**config.mk**
```make
export PLATFORM = sky130hd
export DESIGN_NAME = video_timing_gen
export DESIGN_NICKNAME = d
export VERILOG_FILES = /design/src/rtl/video_timing_gen_pkg.sv /design/src/rtl/video_timing_gen_sync_axis_cnt.sv /design/src/rtl/video_timing_gen.sv
export SDC_FILE = /design/constraint.sdc
export NUM_CORES = 1
export LEC_CHECK = 0
export BUFFER_PORTS_ARGS = -buffer_cell sky130_fd_sc_hd__buf_2
export CELL_PAD_IN_SITES_DETAIL_PLACEMENT = 1
export CELL_PAD_IN_SITES_GLOBAL_PLACEMENT = 1
export CORE_MARGIN = 2
export CORE_UTILIZATION = 36
export DETAILED_ROUTE_END_ITERATION = 7
export PLACE_DENSITY = 0.92
export SETUP_SLACK_MARGIN = 0.4
export SLEW_MARGIN = 20
export SYNTH_ARGS = -nofsm -noshare
export SYNTH_HDL_FRONTEND = slang
export SYNTH_SLANG_ARGS = --single-unit
```
**constraint.sdc**
```tcl
create_clock -name pixel_clk -period 2.5 [get_ports pixel_clk]
set_input_delay 0.5 -clock pixel_clk [delete_from_list [all_inputs] [get_ports pixel_clk]]
set_output_delay 0.5 -clock pixel_clk [all_outputs]
set_load 0.005 [all_outputs]
```
**src/rtl/video_timing_gen_pkg.sv**
```systemverilog
// Shared 720p60 raster constants, colour constants and small helpers for the
// video timing path.
package video_timing_gen_pkg;

  localparam int CNT_W  = 11;
  localparam int RGB_W  = 24;
  localparam int FCNT_W = 8;

  localparam int H_SYNC_720P  = 40;
  localparam int H_BACK_720P  = 220;
  localparam int H_DISP_720P  = 1280;
  localparam int H_FRONT_720P = 110;
  localparam int H_TOTAL_720P = 1650;

  localparam int V_SYNC_720P  = 5;
  localparam int V_BACK_720P  = 20;
  localparam int V_DISP_720P  = 720;
  localparam int V_FRONT_720P = 5;
  localparam int V_TOTAL_720P = 750;

  localparam logic [RGB_W-1:0] BLACK = 24'h000000;
  localparam logic [RGB_W-1:0] WHITE = 24'hFFFFFF;
  localparam logic [RGB_W-1:0] BLUE  = 24'h0000FF;

  typedef logic [CNT_W-1:0]  cnt_t;
  typedef logic [RGB_W-1:0]  rgb_t;
  typedef logic [FCNT_W-1:0] fcnt_t;

  function automatic logic sync_level(input logic in_sync, input logic pol);
    return in_sync ? pol : ~pol;
  endfunction

endpackage

```
**src/rtl/video_timing_gen_sync_axis_cnt.sv**
```systemverilog
// One raster axis: wrapping position counter plus sync/active/pre-active
// window decodes. Instantiated once per axis by video_timing_gen.
module sync_axis_cnt
  import video_timing_gen_pkg::*;
#(
  parameter int SYNC  = 40,
  parameter int BACK  = 220,
  parameter int DISP  = 1280,
  parameter int TOTAL = 1650
) (
  input  logic pixel_clk,
  input  logic sys_rst,
  input  logic inc_en,
  output cnt_t cnt,
  output logic wrap,
  output logic sync,
  output logic active,
  output logic pre_active
);

  localparam cnt_t LAST     = CNT_W'(TOTAL - 1);
  localparam cnt_t SYNC_END = CNT_W'(SYNC);
  localparam cnt_t ACT_LO   = CNT_W'(SYNC + BACK);
  localparam cnt_t ACT_HI   = CNT_W'(SYNC + BACK + DISP);
  localparam cnt_t PRE_LO   = CNT_W'(SYNC + BACK - 1);
  localparam cnt_t PRE_HI   = CNT_W'(SYNC + BACK + DISP - 1);

  cnt_t cnt_q, cnt_d;

  always_comb begin
    cnt_d = cnt_q;
    if (inc_en) begin
      cnt_d = (cnt_q == LAST) ? '0 : cnt_q + 1'b1;
    end
  end

  // NOTE: state registers use non-blocking assignment so every flop samples
  // pre-edge values regardless of block ordering.
  always_ff @(posedge pixel_clk or posedge sys_rst) begin
    if (sys_rst) begin
      cnt_q <= '0;
    end else begin
      cnt_q <= cnt_d;
    end
  end

  assign cnt        = cnt_q;
  assign wrap       = inc_en && (cnt_q == LAST);
  assign sync       = (cnt_q < SYNC_END);
  assign active     = (cnt_q >= ACT_LO) && (cnt_q < ACT_HI);
  assign pre_active = (cnt_q >= PRE_LO) && (cnt_q < PRE_HI);

endmodule

```
**src/rtl/video_timing_gen.sv**
```systemverilog
// Raster timing generator and pixel sink: requests pixels one cycle ahead of
// DE, gates RGB to black outside the active region, and counts frames.
module video_timing_gen
  import video_timing_gen_pkg::*;
#(
  parameter int   H_SYNC   = H_SYNC_720P,
  parameter int   H_BACK   = H_BACK_720P,
  parameter int   H_DISP   = H_DISP_720P,
  parameter int   H_FRONT  = H_FRONT_720P,
  parameter int   H_TOTAL  = H_TOTAL_720P,
  parameter int   V_SYNC   = V_SYNC_720P,
  parameter int   V_BACK   = V_BACK_720P,
  parameter int   V_DISP   = V_DISP_720P,
  parameter int   V_FRONT  = V_FRONT_720P,
  parameter int   V_TOTAL  = V_TOTAL_720P,
  parameter logic SYNC_POL = 1'b1
) (
  input  logic              pixel_clk,
  input  logic              sys_rst,
  input  logic [RGB_W-1:0]  pixel_data,
  output logic              data_req,
  output logic [CNT_W-1:0]  pixel_xpos,
  output logic [CNT_W-1:0]  pixel_ypos,
  output logic              video_hs,
  output logic              video_vs,
  output logic              video_de,
  output logic [RGB_W-1:0]  video_rgb,
  output logic              frame_start,
  output logic [FCNT_W-1:0] frame_cnt
);

  // A line/frame length that disagrees with its segments falls back to the
  // segment sum so the porches are never silently truncated.
  localparam int H_SUM = H_SYNC + H_BACK + H_DISP + H_FRONT;
  localparam int V_SUM = V_SYNC + V_BACK + V_DISP + V_FRONT;
  localparam int H_LEN = (H_TOTAL == H_SUM) ? H_TOTAL : H_SUM;
  localparam int V_LEN = (V_TOTAL == V_SUM) ? V_TOTAL : V_SUM;

  localparam cnt_t X_OFF = CNT_W'(H_SYNC + H_BACK - 1);
  localparam cnt_t Y_OFF = CNT_W'(V_SYNC + V_BACK);

  cnt_t  h_cnt, v_cnt;
  logic  h_wrap, h_sync, h_act, h_pre;
  logic  v_wrap, v_sync, v_act, v_pre_unused;
  logic  run;
  fcnt_t frame_cnt_q, frame_cnt_d;

  sync_axis_cnt #(
    .SYNC (H_SYNC),
    .BACK (H_BACK),
    .DISP (H_DISP),
    .TOTAL(H_LEN)
  ) u_h_axis (
    .pixel_clk (pixel_clk),
    .sys_rst   (sys_rst),
    .inc_en    (1'b1),
    .cnt       (h_cnt),
    .wrap      (h_wrap),
    .sync      (h_sync),
    .active    (h_act),
    .pre_active(h_pre)
  );

  sync_axis_cnt #(
    .SYNC (V_SYNC),
    .BACK (V_BACK),
    .DISP (V_DISP),
    .TOTAL(V_LEN)
  ) u_v_axis (
    .pixel_clk (pixel_clk),
    .sys_rst   (sys_rst),
    .inc_en    (h_wrap),
    .cnt       (v_cnt),
    .wrap      (v_wrap),
    .sync      (v_sync),
    .active    (v_act),
    .pre_active(v_pre_unused)
  );

  always_comb begin
    frame_cnt_d = frame_cnt_q;
    if (v_wrap) begin
      frame_cnt_d = frame_cnt_q + 1'b1;
    end
  end

  always_ff @(posedge pixel_clk or posedge sys_rst) begin
    if (sys_rst) begin
      frame_cnt_q <= '0;
    end else begin
      frame_cnt_q <= frame_cnt_d;
    end
  end

  // Strobes are gated by reset directly so a mid-frame reset blanks the
  // output in the same cycle, not one edge later.
  assign run         = ~sys_rst;
  assign video_hs    = sync_level(h_sync, SYNC_POL);
  assign video_vs    = sync_level(v_sync, SYNC_POL);
  assign video_de    = run && v_act && h_act;
  assign data_req    = run && v_act && h_pre;
  assign pixel_xpos  = data_req ? cnt_t'(h_cnt - X_OFF) : '0;
  assign pixel_ypos  = data_req ? cnt_t'(v_cnt - Y_OFF) : '0;
  assign video_rgb   = video_de ? pixel_data : BLACK;
  assign frame_start = run && (h_cnt == '0) && (v_cnt == '0);
  assign frame_cnt   = frame_cnt_q;

endmodule

```
==> results of run 1 <==
-- kinds of logic (layout without fill, tap and decap cells) --
kind of cell,count (synthesis),after routing,share of synthesized area [%]
AND/OR/NAND/NOR,182,182,37.29
buffers and inverters,42,159,7.299
AO/OA/AOI/OAI,34,34,8.888
XOR/XNOR,33,33,11.47
flip-flops,30,30,29.79
adder cells (fa/ha/maj),8,8,3.972
multiplexers,3,3,1.291
-- Yosys cell counts (3+ instances only) --
library cell,instances
nor3_1,9
or3_1,4
xor2_1,10
nand2_1,37
buf_2,6
nand4_1,13
nand3_1,10
and3_1,6
dfrtp_1,30
and2_1,6
xnor2_1,23
o21ai_0,11
nor2_1,50
inv_1,12
clkbuf_1,19
or2_2,4
ha_1,8
a21oi_1,4
nor4_1,28
or4_1,3
-- worst max-delay path, cell delays in order, from the launching register on --
cell and delay (ns):
dfrtp_1 0.45, inv_1 0.15, ha_1 0.24, nor4_2 0.06, o2111ai_2 0.33, nand2_2 0.17
buf_6 0.19, nor4_1 0.32, buf_2 0.19
-- registers in the layout (all words and copies together), names as in the netlist --
| register | count |
|---|---|
| u_h_axis.cnt | 11 |
| u_v_axis.cnt | 11 |
| frame_cnt | 8 |
-- cell usage in the layout (no fill, tap or decap), drive strengths merged, types with 2 or more instances in the layout --
cell / instances
and2: 7
ha: 8
a21o: 2
or2: 4
or4: 3
inv: 12
a22o: 3
xor2: 10
nor2: 50
clkbuf: 9
xnor2: 23
buf: 137
o21ai: 13
and3: 6
nand2: 37
nand4: 13
a32oi: 2
a21oi: 4
a211oi: 2
nor3: 10
o2111ai: 2
mux2: 2
or3: 4
nor4: 29
nand3: 10
dfrtp: 30
o21a: 2
and4: 2
-- power groups by stage --
stage / combinational (mW) / clock [mW] / sequential (mW)
finish: 0.0340 / 0.513 / 0.485
global route: 0.0372 / 0.540 / 0.485
CTS: 0.0335 / 0.501 / 0.485
detailed placement: 0.0333 / 0 / 0.494
global placement: 0.0319 / 0 / 0.494
floorplan: 0.00806 / 0 / 0.494
-- layout make-up --
class | instances | area, sq um
fill | 794 | 2685
clock inverter | 1 | 30.03
multi-input combinational | 260 | 2103
timing repair buffer | 139 | 977.2
tap | 96 | 120.1
inverter | 12 | 47.55
sequential | 30 | 754.5
clock buffer | 7 | 76.32
-- per-stage QoR --
step / instance area (sq um) / instances
2_1_floorplan: 2701 / 332
3_3_place_gp: 3366 / 518
3_5_place_dp: 3366 / 518
4_1_cts: 3662 / 532
5_1_grt: 4109 / 545
6_report: 4109 / 545
-- timing repair --
action / CTS / global route
gates resized for setup: 33 / 72
buffers inserted: 6 / 10
gates cloned: 0 / 3
pin swaps: 6 / 19
setup endpoints to repair: 57 / 67
-- layer usage --
layer / up-vias / GRT usage (%) / wire [um]
li1: 1388 / - / -
met1: 1578 / 30.74 / 4720
met2: 206 / 45.73 / 6366
met3: 41 / 6.503 / 966
met4: 0 / 11.47 / 519
met5: - / 0 / 0
-- how the worst max path moves through the flow --
stage               endpoint  slack (ns)
6_report       pixel_xpos[3]       -0.43
5_1_grt        pixel_xpos[3]       -0.50
4_1_cts        pixel_xpos[3]       -0.22
3_5_place_dp   pixel_ypos[9]        0.07
3_3_place_gp   pixel_xpos[9]        0.14
2_1_floorplan  pixel_xpos[4]        0.23
==> impl_metrics.ini, run 1 <==
[synth]
ys_ff_latch = 30
synth.largest_area_cell = dfrtp_1
synth_area_sq_um = 2520
ys.flop_type = dfrtp_1
synth_edf_count = 0
async_reset_ff_share_pct = 100.0
syn-instance-count = 332
synth_cell_types = 48
ys_seq_area_share_pct = 29.79
synth_warnings = 0
yosysTopAreaCellShare_pct = 29.79
syn_nets = 366
synth_area_per_cell_sq_um = 7.590
synth.area.top_cells = dfrtp_1 30%, xnor2_1 8.0%, nor2_1 7.4%

[sta]
timing.hold.ws_ns = 0.3653
fin_crit_sh_pct = 117.1
fin_skew_ns = 0.01215
worst_slack_ns = -0.4281
max_clock_freq_mhz = 341.5
worst_slew_pin_slew_ns = 0.6574
finalCriticalPeriod_ns = 2.928
rsz0062_at_grt = yes
final_hold_viol_count = 0
relSlewSlack_pct = 55.77
setup_viol = 49
final.setup.tns_ns = -17.41
report.final.slew_viol_count = 0

[route]
vias = 3213
drc = 0
ant_nets = 0
drtPass1Iterations = 5
routed_wl_um = 12570
wl_per_cell_um = 23.07
drt_iter0_markers = 230
viasPerCell = 5.895

[layout]
nNetsFinal = 482
drive_above_1_share_pct = 49.67
postLayoutCoreUtil_pct = 60.48
syn_to_final_growth_pct = 63.06
antennaDiodeCount = 0

[clock_network]
clk_pin_slew_ns = 0.08
clk_path_buf_depth = 2
cts_tree = yes
cts_hold_buf = 0
cts_num_sinks = 30
cts_root_buffer = clkbuf_8
h-tree-depth = 2
cts_buffers = 5
clk-insertion-delay-late_ns = 0.31

[global_route]
antenna_found_initial = 0
grt_max_degree = 31
grt_overflow_total = 0
grt_usage_pct = 26.34
grt_pass1_vias = 3033
grt_pass1_wl_um = 15550

[placed_design]
hpwl_um = 7003
place_ws_ns = 0.06845
io_buffers = 84
gp_congestion = 0.9425

[outcome]
outcome = complete, but fails checks
violations = negative setup slack

[floorplan]
die_area_sq_um = 7685
pin_count = 85
coreArea_sq_um = 6794
die_w_um = 87.67
die_h_um = 87.67
row_count = 30
initial_core_util_pct = 37.09

[power_and_ir_drop]
p_sw_share_pct = 22.57
power_frac_comb_pct = 3.3
ir_drop_mv = 0.2620
power_frac_clock_pct = 49.7
pwr-share-seq_pct = 47.0
p_leak_nw = 1.798
fin_total_pwr_mw = 1.032
internal_power_mw = 0.7987
switching_power_mw = 0.2328
power_density_nw_per_um2 = 251.1

[critical_path]
r2r_start = u_v_axis.cnt[5]
rrSetupSlack_ns = 0.27
cp_max_fo = 8
reg2reg_to = frame_cnt[4]
rr_worst_depth = 8
arrival_ns = 2.43
crit_type = register to output port
required_ns = 2.00
crit_path_end_kind = output port
start_kind = register
crit_start = u_v_axis.cnt[1]

[hold_path]
hold_class = input pin to async pin

[run]
max_cap_viol_count = 0
No activity file was read; power rests on OpenSTA's default activity.
==> run 2: changes to the inputs <==
--- a/config.mk
+++ b/config.mk
@@ -9,9 +9,10 @@
 export CELL_PAD_IN_SITES_DETAIL_PLACEMENT = 1
 export CELL_PAD_IN_SITES_GLOBAL_PLACEMENT = 1
 export CORE_MARGIN = 2
-export CORE_UTILIZATION = 36
+export CORE_UTILIZATION = 37
+export CTS_BUF_LIST = sky130_fd_sc_hd__clkbuf_2 sky130_fd_sc_hd__clkbuf_4 sky130_fd_sc_hd__clkbuf_8
 export DETAILED_ROUTE_END_ITERATION = 7
-export PLACE_DENSITY = 0.92
+export PLACE_DENSITY = 0.94
 export SETUP_SLACK_MARGIN = 0.4
 export SLEW_MARGIN = 20
 export SYNTH_ARGS = -nofsm -noshare
==> impl_metrics.ini, run 2 (synthesis gave the netlist of run 1 again) <==
[route]
vias = 3490
routed_wl_um = 15070
drtPass1Iterations = 4
drt_iter0_markers = 295
ant_nets = 0
wl_per_cell_um = 27.80
viasPerCell = 6.439
drc = 0

[sta]
setup_viol = 51
max_clock_freq_mhz = 342.3
worst_slack_ns = -0.4217
final_hold_viol_count = 0
timing.hold.ws_ns = 0.3321
finalCriticalPeriod_ns = 2.922
fin_skew_ns = 0.01185
relSlewSlack_pct = 71.07
worst_slew_pin_slew_ns = 0.4308
fin_crit_sh_pct = 116.9
rsz0062_at_grt = yes
report.final.slew_viol_count = 0

[critical_path]
rr_worst_depth = 9
reg2reg_to = u_v_axis.cnt[7]
required_ns = 2.00
critPathTopFamily = simple AND/OR/NAND/NOR gates
crit_type = register to output port
crit_path_end_kind = output port
crit_path_max_incr_delay_ns = 0.44
crit_buf_inv = 2
crit_path_cell_trace = or3_4, a32oi_4, o21ai_4, clkbuf_16, nor4_4, buf_2
crit_slowest_cell = dfrtp_1
r2r_start = u_v_axis.cnt[4]
arrival_ns = 2.42
rrSetupSlack_ns = -0.08
start_kind = register
cp_max_fo = 7

[outcome]
violations = negative setup slack
outcome = complete, but fails checks

[layout]
nFillCells = 771
drive_above_1_share_pct = 54.33
final_cells = 542
fin_area_sq_um = 4419
syn_to_final_growth_pct = 75.37
postLayoutCoreUtil_pct = 66.14
nNetsFinal = 495
mostFrequentLayoutCell = buf_2
antennaDiodeCount = 0
layout_common_cells = 84 x buf_2, 41 x nor2_1, 39 x buf_4, 36 x nand2_1, 22 x xnor2_1

[global_route]
antenna_found_initial = 0
grt_pass1_wl_um = 18430
grt_overflow_total = 0
grt_usage_pct = 32.97
grt_pass1_vias = 3356
grt_max_degree = 31

[clock_network]
cts_tree = yes
h-tree-depth = 2
cts_num_sinks = 30
clk_path_buf_depth = 2
cts_root_buffer = clkbuf_8
clk_pin_slew_ns = 0.08
clk-insertion-delay-late_ns = 0.31
cts_buffers = 5
cts_hold_buf = 0

[run]
max_cap_viol_count = 0

[floorplan]
coreArea_sq_um = 6681
die_w_um = 86.53
die_h_um = 86.53
row_count = 30
initial_core_util_pct = 37.72
pin_count = 85
die_area_sq_um = 7487

[placed_design]
io_buffers = 84
hpwl_um = 6965
post_dp_cell_area_sq_um = 3371
dp_cells = 502
gp_congestion = 0.9302

[hold_path]
hold_class = input pin to async pin

[power_and_ir_drop]
p_leak_nw = 1.918
fin_total_pwr_mw = 1.056
ir_drop_mv = 0.2661
power_density_nw_per_um2 = 238.9
[run 2: cell count changes in the layout (fill, tap and decap cells not counted), sizes merged]
cell    delta
clkinv     +2
buf       +13
clkbuf     -2
[run 2: stage by stage]
stage	TNS (ns)	setup slack [ns]
global placement	0	0.1291
CTS	-6.807	-0.1875
detailed placement	0	0.01613
finish	-14.58	-0.4217
global route	-15.65	-0.4054
floorplan	0	0.2271
[run 2: metal layers]
layer / part of all wire (%) / global-route usage, %
met4: 5.4 / 15.91
met1: 38 / 39.70
met2: 49 / 56.64
met5: 0 / 0
met3: 8.3 / 5.905
[run 2: power breakdown]
group          switching, mW  leakage [nW]  internal (mW)  total [mW]
registers                  0         0.389          0.485       0.485
clock network          0.244        0.0579          0.294       0.538
logic                 0.0177          1.47         0.0153      0.0330
total                  0.262          1.92          0.794        1.06
[run 2: how the worst max path moves through the flow]
stage | start | to | depth (start not counted)
CTS | u_h_axis.cnt[5] | pixel_ypos[8] | 6
global route | u_v_axis.cnt[1] | pixel_xpos[9] | 6
detailed placement | u_v_axis.cnt[0] | pixel_ypos[5] | 6
floorplan | u_h_axis.cnt[3] | pixel_xpos[4] | 6
global placement | u_v_axis.cnt[0] | video_rgb[21] | 7
finish | u_v_axis.cnt[1] | pixel_xpos[9] | 6
[run 2: repair_timing]
item | in CTS | in global routing
buffers inserted | 11 | 18
cloned | 1 | 2
endpoints found under the setup margin | 59 | 71
pin swaps | 18 | 24
gates resized for setup | 68 | 72
[run 2: worst register-to-register path, stage by stage, from the launching register on]
cell and delay, ns:
dfrtp_2 0.47, buf_6 0.14, buf_8 0.12, buf_6 0.12, buf_6 0.10, or4b_4 0.52
or3_4 0.42, buf_6 0.16, a211oi_4 0.27, mux2i_1 0.13
[run 2: area by class of cell]
type	count	area [sq um]	area share (%)
clock buffer	5	68.82	1.557
clock inverter	3	40.04	0.9060
inverter	12	47.55	1.076
multi-input combinational	260	2272	51.42
sequential	30	763.2	17.27
tap	80	100.1	2.265
timing repair buffer	152	1127	25.51
==> run 3: changes to the inputs <==
==> constraint.sdc (replaced) <==
create_clock -name pixel_clk -period 2.9 [get_ports pixel_clk]
set_input_delay 0.58 -clock pixel_clk [delete_from_list [all_inputs] [get_ports pixel_clk]]
set_output_delay 0.58 -clock pixel_clk [all_outputs]
set_load 0.005 [all_outputs]
==> impl_metrics.ini, run 3 (synthesis gave the netlist of run 1 again) <==
[global_route]
antenna_found_initial = 0
grt_max_degree = 31
grt_pass1_vias = 3014
grt_usage_pct = 28.04
grt_pass1_wl_um = 16040
grt_overflow_total = 0

[critical_path]
r2r_start = u_h_axis.cnt[1]
crit_path_end_kind = output port
crit_start = u_h_axis.cnt[3]
rrSetupSlack_ns = 0.42
rr_worst_depth = 6
crit_type = register to output port
reg2reg_to = frame_cnt[1]
cp-endpoint = pixel_xpos[7]
arrival_ns = 2.33
start_kind = register
cp_max_fo = 9
required_ns = 2.32

[clock_network]
cts_root_buffer = clkbuf_8
cts_hold_buf = 0
h-tree-depth = 2
clk-insertion-delay-late_ns = 0.30
cts_buffers = 5
cts_num_sinks = 30
clk_path_buf_depth = 2
cts_tree = yes
clk_pin_slew_ns = 0.07

[route]
viasPerCell = 6.016
wl_per_cell_um = 21.22
drc = 0
ant_nets = 0
vias = 3044
routed_wl_um = 10740
drtPass1Iterations = 5
drt_iter0_markers = 248

[sta]
rsz0062_at_grt = yes
max_clock_freq_mhz = 343.6
timing.hold.ws_ns = 0.4152
worst_slack_ns = -0.009966
finalCriticalPeriod_ns = 2.910
relSlewSlack_pct = 64.09
worst_slew_pin_slew_ns = 0.5369
setup_viol = 1
report.final.slew_viol_count = 0
fin_crit_sh_pct = 100.3
final_hold_viol_count = 0
fin_skew_ns = 0.01217

[placed_design]
io_buffers = 84
gp_congestion = 0.8809
hpwl_um = 6639
place_ws_ns = 0.2090
dp_cells = 492

[floorplan]
coreArea_sq_um = 6681
row_count = 30
die_area_sq_um = 7487
die_w_um = 86.53
pin_count = 85
initial_core_util_pct = 37.72
die_h_um = 86.53

[outcome]
violations = negative setup slack
outcome = complete, but fails checks

[layout]
mostFrequentLayoutCell = buf_2
nNetsFinal = 460
drive_above_1_share_pct = 41.78
layout_common_cells = 84 x buf_2, 50 x nor2_1, 35 x nand2_1, 27 x buf_4, 25 x dfrtp_1
seq_area_sq_um = 757.0
final_cells = 506
syn_to_final_growth_pct = 43.84
nFillCells = 814
antennaDiodeCount = 0
multi_input_area_sq_um = 1907

[power_and_ir_drop]
ir_drop_mv = 0.2847
p_leak_nw = 1.600
fin_total_pwr_mw = 0.8905
power_density_nw_per_um2 = 245.7

[hold_path]
hold_class = input pin to async pin

[run]
max_cap_viol_count = 0
run 3: cell count changes in the layout (fill, tap and decap cells not counted), moves of 4 or more:
cell and change:
nor2_4 -6, buf_12 -5, nor4_4 -15, buf_4 -12
nor2_1 +9, nor4_2 +8, dfrtp_1 +5, buf_6 -15
nor4_1 +7, nor3_1 +4, dfrtp_2 -5
run 3: per-stage QoR:
| stage | util (%) | instance area (sq um) | setup TNS [ns] |
|---|---|---|---|
| after global placement | 46.57 | 3112 | 0 |
| after floorplan | - | 2520 | 0 |
| after global routing | 54.25 | 3625 | -0.1011 |
| final | 54.25 | 3625 | -0.009966 |
| after CTS | 52.34 | 3497 | 0 |
| after detailed placement | 46.57 | 3112 | 0 |
run 3: per-layer routing:
metal	share of wire, %	global-route usage, %	wire (um)
met4	2.6	11.22	282
met5	0	0	0
met1	40	33.25	4273
met2	49	49.44	5306
met3	8.1	5.619	872
run 3: timing repair:
item,4_1_cts,5_1_grt
buffers inserted,1,4
endpoints found under the setup margin,49,51
resized for setup,49,19
pin swaps,3,4
cloned,1,1
run 3: critical path, stage by stage, from the launching register on:
cell     delay [ns]
dfrtp_1        0.40
or4_4          0.58
o21ai_4        0.25
nand2_8        0.13
buf_4          0.18
nor4_2         0.31
buf_2          0.17
run 3: power breakdown:
part           switching [mW]  internal, mW  total (mW)
combinational          0.0148        0.0132      0.0280
sequential                  0         0.418       0.418
clock                   0.170         0.275       0.444
total                   0.184         0.706       0.890
run 3: worst min-delay path by stage:
stage | cells past startpoint | startpoint | slack [ns] | end
floorplan | 1 | frame_cnt[7] | 0.47 | frame_cnt[7]
global placement | 1 | frame_cnt[7] | 0.46 | frame_cnt[7]
detailed placement | 1 | frame_cnt[7] | 0.46 | frame_cnt[7]
CTS | 3 | sys_rst | 0.45 | u_v_axis.cnt[6]
global route | 3 | sys_rst | 0.44 | u_h_axis.cnt[5]
finish | 3 | sys_rst | 0.42 | u_h_axis.cnt[5]
run 3: cell type report:
cell class,count,share of cell area [%]
tap,80,2.761
clock buffer,6,2.278
sequential,30,20.88
inverter,12,1.243
clock inverter,1,0.8284
timing repair buffer,117,19.40
multi-input combinational,260,52.61
